`src/rtl/id_stage.sv`:
```
// Decode stage: splits IF/ID, bypasses same-cycle WB writes, detects load-use hazards.
// Latency 1 cycle into ID/EX; id_stall is combinational and inserts exactly one bubble.
module id_stage #(
  parameter int DATA_W     = 32,
  parameter int REG_ADDR_W = 5
) (
  input  logic                  clk,
  input  logic                  rst_n,
  input  logic                  flush,
  input  logic                  if_valid,
  input  logic [31:0]           if_instr,
  input  logic [DATA_W-1:0]     if_pc,
  output logic                  id_stall,
  output logic [REG_ADDR_W-1:0] rf_rs,
  output logic [REG_ADDR_W-1:0] rf_rt,
  input  logic [DATA_W-1:0]     rf_rd1,
  input  logic [DATA_W-1:0]     rf_rd2,
  input  logic                  wb_reg_write,
  input  logic [REG_ADDR_W-1:0] wb_rd,
  input  logic [DATA_W-1:0]     wb_wd,
  output logic                  ex_valid,
  output logic [DATA_W-1:0]     ex_pc,
  output logic [DATA_W-1:0]     ex_op_a,
  output logic [DATA_W-1:0]     ex_op_b,
  output logic [DATA_W-1:0]     ex_imm,
  output logic [REG_ADDR_W-1:0] ex_dst,
  output logic [REG_ADDR_W-1:0] ex_rs,
  output logic [REG_ADDR_W-1:0] ex_rt,
  output logic                  ex_reg_write,
  output logic                  ex_mem_read,
  output logic                  ex_mem_write,
  output logic                  ex_branch,
  output logic                  ex_alu_src,
  output logic [2:0]            ex_alu_op,
  output logic                  ex_illegal
);

  localparam logic [5:0] OP_RTYPE = 6'b000000;
  localparam logic [5:0] OP_ADDI  = 6'b001000;
  localparam logic [5:0] OP_LW    = 6'b100011;
  localparam logic [5:0] OP_SW    = 6'b101011;
  localparam logic [5:0] OP_BEQ   = 6'b000100;

  localparam logic [2:0] ALU_ADD = 3'b000;
  localparam logic [2:0] ALU_SUB = 3'b001;
  localparam logic [2:0] ALU_AND = 3'b010;
  localparam logic [2:0] ALU_OR  = 3'b011;
  localparam logic [2:0] ALU_SLT = 3'b100;

  logic [5:0]            opcode;
  logic [5:0]            funct;
  logic [REG_ADDR_W-1:0] rd_field;
  logic [DATA_W-1:0]     imm_ext;
  logic [DATA_W-1:0]     op_a;
  logic [DATA_W-1:0]     op_b;

  logic [REG_ADDR_W-1:0] d_dst;
  logic                  d_reg_write;
  logic                  d_mem_read;
  logic                  d_mem_write;
  logic                  d_branch;
  logic                  d_alu_src;
  logic [2:0]            d_alu_op;
  logic                  d_illegal;
  logic                  reads_rt;
  logic                  hazard;
  logic                  capture;

  assign opcode   = if_instr[31:26];
  assign funct    = if_instr[5:0];
  assign rf_rs    = if_instr[25:21];
  assign rf_rt    = if_instr[20:16];
  assign rd_field = if_instr[15:11];
  assign imm_ext  = {{(DATA_W-16){if_instr[15]}}, if_instr[15:0]};

  always_comb begin
    d_dst       = '0;
    d_reg_write = 1'b0;
    d_mem_read  = 1'b0;
    d_mem_write = 1'b0;
    d_branch    = 1'b0;
    d_alu_src   = 1'b0;
    d_alu_op    = ALU_ADD;
    d_illegal   = 1'b0;
    reads_rt    = 1'b0;
    case (opcode)
      OP_RTYPE: begin
        reads_rt    = 1'b1;
        d_dst       = rd_field;
        d_reg_write = 1'b1;
        case (funct)
          6'b100000: d_alu_op = ALU_ADD;
          6'b100010: d_alu_op = ALU_SUB;
          6'b100100: d_alu_op = ALU_AND;
          6'b100101: d_alu_op = ALU_OR;
          6'b101010: d_alu_op = ALU_SLT;
          default: begin
            d_illegal   = 1'b1;
            d_dst       = '0;
            d_reg_write = 1'b0;
          end
        endcase
      end
      OP_ADDI: begin
        d_dst       = rf_rt;
        d_reg_write = 1'b1;
        d_alu_src   = 1'b1;
      end
      OP_LW: begin
        d_dst       = rf_rt;
        d_reg_write = 1'b1;
        d_mem_read  = 1'b1;
        d_alu_src   = 1'b1;
      end
      OP_SW: begin
        reads_rt    = 1'b1;
        d_mem_write = 1'b1;
        d_alu_src   = 1'b1;
      end
      OP_BEQ: begin
        reads_rt = 1'b1;
        d_branch = 1'b1;
        d_alu_op = ALU_SUB;
      end
      default: d_illegal = 1'b1;
    endcase
    // Writes to r0 are discarded, so never advertise them downstream.
    if (d_dst == '0) d_reg_write = 1'b0;
  end

  always_comb begin
    if (rf_rs == '0)                                op_a = '0;
    else if (wb_reg_write && wb_rd == rf_rs)        op_a = wb_wd;
    else                                            op_a = rf_rd1;
    if (rf_rt == '0)                                op_b = '0;
    else if (wb_reg_write && wb_rd == rf_rt)        op_b = wb_wd;
    else                                            op_b = rf_rd2;
  end

  assign hazard   = ex_valid && ex_mem_read && (ex_dst != '0) &&
                    ((ex_dst == rf_rs) || ((ex_dst == rf_rt) && reads_rt));
  assign id_stall = if_valid && hazard && !flush;
  assign capture  = if_valid && !flush && !id_stall;

  // Data fields load unconditionally; only ex_valid and the controls must be bubble-clean.
  always_ff @(posedge clk or negedge rst_n) begin
    if (!rst_n) begin
      ex_valid     <= 1'b0;
      ex_pc        <= '0;
      ex_op_a      <= '0;
      ex_op_b      <= '0;
      ex_imm       <= '0;
      ex_dst       <= '0;
      ex_rs        <= '0;
      ex_rt        <= '0;
      ex_reg_write <= 1'b0;
      ex_mem_read  <= 1'b0;
      ex_mem_write <= 1'b0;
      ex_branch    <= 1'b0;
      ex_alu_src   <= 1'b0;
      ex_alu_op    <= '0;
      ex_illegal   <= 1'b0;
    end else begin
      ex_pc    <= if_pc;
      ex_op_a  <= op_a;
      ex_op_b  <= op_b;
      ex_imm   <= imm_ext;
      ex_rs    <= rf_rs;
      ex_rt    <= rf_rt;
      ex_valid <= capture;
      if (capture) begin
        ex_dst       <= d_dst;
        ex_reg_write <= d_reg_write;
        ex_mem_read  <= d_mem_read;
        ex_mem_write <= d_mem_write;
        ex_branch    <= d_branch;
        ex_alu_src   <= d_alu_src;
        ex_alu_op    <= d_alu_op;
        ex_illegal   <= d_illegal;
      end else begin
        ex_dst       <= '0;
        ex_reg_write <= 1'b0;
        ex_mem_read  <= 1'b0;
        ex_mem_write <= 1'b0;
        ex_branch    <= 1'b0;
        ex_alu_src   <= 1'b0;
        ex_alu_op    <= '0;
        ex_illegal   <= 1'b0;
      end
    end
  end

endmodule

```
`config.mk`:
```
export PLATFORM = sky130hd
export DESIGN_NAME = id_stage
export DESIGN_NICKNAME = d
export VERILOG_FILES = /design/src/rtl/id_stage.sv
export SDC_FILE = /design/constraint.sdc
export NUM_CORES = 1
export LEC_CHECK = 0
export CAP_MARGIN = 25
export CELL_PAD_IN_SITES_DETAIL_PLACEMENT = 2
export CELL_PAD_IN_SITES_GLOBAL_PLACEMENT = 2
export CORE_MARGIN = 2
export CORE_UTILIZATION = 23
export CTS_BUF_LIST = sky130_fd_sc_hd__clkbuf_8
export CTS_CLUSTER_SIZE = 12
export DETAILED_ROUTE_END_ITERATION = 16
export PLACE_DENSITY = 0.83
export SLEW_MARGIN = 10
export SYNTH_ARGS = -nofsm -noshare
export SYNTH_HDL_FRONTEND = slang
export SYNTH_SLANG_ARGS = --single-unit
```
`constraint.sdc`:
```
create_clock -name clk -period 6.2 [get_ports clk]
set_clock_uncertainty 0.15 [all_clocks]
set_input_delay 1.55 -clock clk [delete_from_list [all_inputs] [get_ports clk]]
set_output_delay 1.55 -clock clk [all_outputs]
set_load 0.05 [all_outputs]
```
Word level (Yosys, flattened, before mapping)
Cells that the tools add are included.

storage, ports and cells
  output and inout port bits = 164
  register bits after elaboration = 137

cells by class
  reductions and logical operators = 23
  eq/ne operators = 13
  muxes and demuxes = 26

operators by type and width
  kind                                                                   number
  32-bit 2-to-1 mux                                                      4
  6-bit equality test, second input constant                             7
  5-bit equality test                                                    4
  5-bit zero test                                                        3
  1-bit 2-to-1 mux                                                       14
  3-bit case mux with 4 select lines                                     1
  1-bit logical AND                                                      10
  5-bit 2-to-1 mux                                                       2
  5-bit case mux with 2 select lines                                     1
  6-bit by 3-bit equality test with 1-bit output, second input constant  1
  6-bit by 4-bit equality test with 1-bit output, second input constant  1
  6-bit zero test                                                        1
  3-bit case mux with 2 select lines                                     1
  3-bit OR reduction                                                     2
  5-bit nonzero test                                                     1
  5-bit OR reduction                                                     1
  1-bit case mux with 2 select lines                                     2
  4-bit OR reduction                                                     1
  3-bit 2-to-1 mux                                                       1
  1-bit zero test                                                        2
  2-bit OR reduction                                                     1
  1-bit logical OR                                                       1

Depth between registers and ports, before layout
  depth after elaboration = 11
  depth in mapped cells = 6
  gate-level depth less buffers = 4

Worst setup path after synthesis
Ideal clock, no wire load.

  path type = input to output
  from = in if_instr[26]
  to = out id_stall
  buffers on the path = 0
  arrival = 2.889 ns
  cell stages on the path = 3
  path slack = 1.611 ns
  cell sequence = or4_4 -> a2111oi_4 -> or2_2

between the ends
  word-level cells in the longest chain between the ends = 8
  elaborated cells on any way between the ends = 10

ends and longest elaborated chain
  what                                                                    line  source
  start, declared                                                         11    input logic [31:0] if_instr,
  6-bit by 3-bit equality test with 1-bit output (tied with other cells)  86    case (opcode)
  3-bit OR reduction (no source line) *                                   n/a
  1-bit 2-to-1 mux *                                                      86
  1-bit logical AND *                                                     141   ((ex_dst == rf_rs) || ((ex_dst == rf_rt) && reads_rt));
  1-bit logical OR *                                                      141
  1-bit logical AND *                                                     140   assign hazard = ex_valid && ex_mem_read && (ex_dst != '0) &&
  1-bit logical AND * (2 in series)                                       142   assign id_stall = if_valid && hazard && !flush;
  end, declared                                                           13    output logic id_stall,

Mark *: on every way between the ends. The rest lies on a longest branch, timed or not.

Worst setup path in the final report
  from = in if_instr[27]
  to = out id_stall

The elaborated chain is that of the path after synthesis.

==> flow_metrics.py <==
metrics = {
    "clocking": {
        "ctsResizeCount": 0,
        "cts_buffers": 17,
        "postCtsHoldBufs": 0,
        "cts_tree": "yes",
        "clk_pin_slew_worst_paths_ns": 0.09,
        "postCtsSetupBuffers": 0,
        "cts_buffer_depth": 2,
        "root_buffer": "clkbuf_8",
        "clock_latency_ns": 0.45,
        "htree_levels": 4,
        "cts_sinks": 137,
    },
    "synth": {
        "netlist_top_cells_area": "dfrtp_1 63%, nand3_1 6.3%, a21oi_1 6.1%, o21ai_0 6.1%, buf_4 3.6%",
        "synth_nets": 654,
        "ys.flop_type": "dfrtp_1",
        "ys_warn_count": 0,
        "seq_area_frac_synth": 0.6312,
        "async_flop_share": 1.000,
        "syn_area_per_cell_sq_um": 11.22,
        "yosysMostFrequentCell": "dfrtp_1",
        "synth-seq-cells": 137,
        "synth_edf_count": 0,
        "syn_area_sq_um": 5431,
        "ys_types": 38,
        "synth_area_leader_cell": "dfrtp_1",
        "syn_inst": 484,
        "yosysTopAreaCellShare": 0.6312,
        "synth.top_cells.by_count": "137 x dfrtp_1, 68 x nand3_1, 66 x a21oi_1, 66 x o21ai_0, 34 x clkbuf_1",
    },
    "sta": {
        "whs_ns": 0.9411,
        "setup_viol": 0,
        "hold_viol_final": 0,
        "worstMarginPinSlew_ns": 0.9943,
        "layout_setup_ws_ns": 1.079,
        "slew_violations": 0,
        "finalSetupTns_ns": 0,
        "rsz0062_at_grt": "false",
        "fin_crit_sh": 0.8260,
        "max_freq_mhz": 195.3,
        "fin_crit_ns": 5.121,
        "timing.slew.headroom": 0.3320,
    },
    "die": {
        "rows": 56,
        "initial_core_util": 0.2328,
        "die_x_um": 157.7,
        "fp.dieH_um": 157.7,
        "pin_count": 334,
        "design.die.area_sq_um": 24860,
        "core_sq_um": 23330,
    },
    "flow_run": {
        "max_cap_violations": 0,
    },
    "detailed_routing": {
        "avgViaCountPerCell": 4.609,
        "drc_errors": 0,
        "vias": 5158,
        "drt-initial-drc-count": 184,
        "route.met2.wl_um": 12820,
        "m1WireLength_um": 9667,
        "dr_wl_met3_um": 2462,
        "highest_layer": "met5",
        "drt_pass1_iterations": 4,
        "drt_wl_total_um": 25370,
        "antenna_left": 0,
        "wl_per_cell_um": 22.67,
    },
    "final_layout": {
        "layout.nets": 957,
        "instances_no_fill": 1119,
        "n_fill_cell": 2443,
        "drive_gt1_frac": 0.07250,
        "area_delta_synth_final_pct": 72.93,
        "multi_input_area_sq_um": 1669,
        "diodes": 0,
        "regArea_sq_um": 3428,
    },
    "critical_path": {
        "timing.rr.start": "ex_dst[1]",
        "cp-startpoint": "if_instr[27]",
        "endpoint_kind": "output port",
        "r2r_setup_slack_ns": 3.85,
        "reg2reg_depth": 4,
        "path_class": "in2out",
        "cp_max_fo": 4,
        "endpoint": "id_stall",
        "reg2reg_to": "ex_mem_read",
        "critPathLaunchType": "input port",
        "required_ns": 4.50,
        "crit_arrival_ns": 3.42,
    },
    "placed_design": {
        "port_buffers": 333,
        "post-place-ws_ns": 1.089,
        "dpl.cell_count": 1086,
        "gp_congestion": 0.7755,
        "hpwl_um": 18930,
    },
    "grt": {
        "grt_usage": 0.2029,
        "antenna_found_initial": 1,
        "grt_pass1_vias": 5962,
        "grt_overflow": 0,
        "grt_max_degree": 64,
        "grt_pass1_wl_um": 37100,
    },
    "worst_hold_path": {
        "holdCritPathClass": "in2async",
    },
    "status": {
        "outcome": "finished clean",
    },
    "power": {
        "ir_drop_mv": 0.1246,
        "leakagePower_nw": 3.568,
        "cellPowerDensity_nw_per_um2": 252.0,
    },
}
placed cells by master (no fill, tap or decap), types with 3 or more instances in the layout:
cell and count:
a21oi_1 66, a32oi_1 5, buf_4 11, bufinv_16 3, clkbuf_8 17, clkdlybuf4s50_1 331
dfrtp_1 137, inv_6 5, nand2_1 4, nand3_1 68, nand4_1 3, nor2_1 4
nor3_1 12, o21ai_0 66, or4_1 4, xnor2_1 20
cell families after synthesis:
logic type / after synthesis / share of synthesized area
AO/OA/AOI/OAI: 144 / 0.1472
AND/OR/NAND/NOR: 119 / 0.1230
flip-flops: 137 / 0.6312
buffers and inverters: 63 / 0.06427
multiplexers: 1 / 0.002073
XOR/XNOR: 20 / 0.03225
layout make-up:
class,instances,area share
Tap cell,319,0.04249
Clock inverter,15,0.02011
Timing Repair Buffer,346,0.3694
Clock buffer,17,0.02491
Multi-Input combinational cell,284,0.1777
Inverter,1,0.0003996
Sequential cell,137,0.3650
worst max-delay path, cell delays in order:
cell and delay, ns:
clkdlybuf4s50_1 0.55, nand3_1 0.16, or3b_4 0.44, a2111oi_4 0.38, or2_2 0.21, buf_12 0.14
per-stage QoR:
step	util	power, mW	cell area, sq um
2_1_floorplan	-	1.272	5431
3_3_place_gp	0.3826	1.554	8927
3_5_place_dp	0.3833	1.572	8942
4_1_cts	0.4014	2.405	9365
5_1_grt	0.4026	2.468	9393
6_report	0.4026	2.367	9393
sequential cells by signal, indices dropped and copies added (netlist names):
signal / cells
ex_mem_write: 1
ex_op_a: 32
ex_pc: 32
ex_reg_write: 1
ex_valid: 1
ex_rs: 5
ex_branch: 1
ex_imm: 16
ex_mem_read: 1
ex_illegal: 1
ex_alu_src: 1
ex_dst: 5
ex_alu_op: 3
ex_rt: 5
ex_op_b: 32
per-layer routing:
| layer | vias up | global-route usage |
|---|---|---|
| met3 | 27 | 0.08486 |
| li1 | 2297 | - |
| met4 | 2 | 0.05498 |
| met2 | 241 | 0.3644 |
| met1 | 2591 | 0.2187 |
| met5 | - | 0 |
worst min path at each step:
stage | start | to | slack, ns
5_1_grt | rst_n | ex_op_b[5] | 0.95
4_1_cts | rst_n | ex_op_b[5] | 0.95
6_report | rst_n | ex_op_b[5] | 0.94
3_3_place_gp | ex_mem_read | ex_valid | 0.91
3_5_place_dp | ex_valid | ex_valid | 0.96
2_1_floorplan | ex_dst[3] | ex_dst[4] | 1.01
power breakdown:
part | total [mW] | switching [mW] | internal (mW)
combinational | 0.593 | 0.368 | 0.225
clock | 0.817 | 0.408 | 0.408
sequential | 0.958 | 0.0166 | 0.941
(Power assumes the default switching activity.)
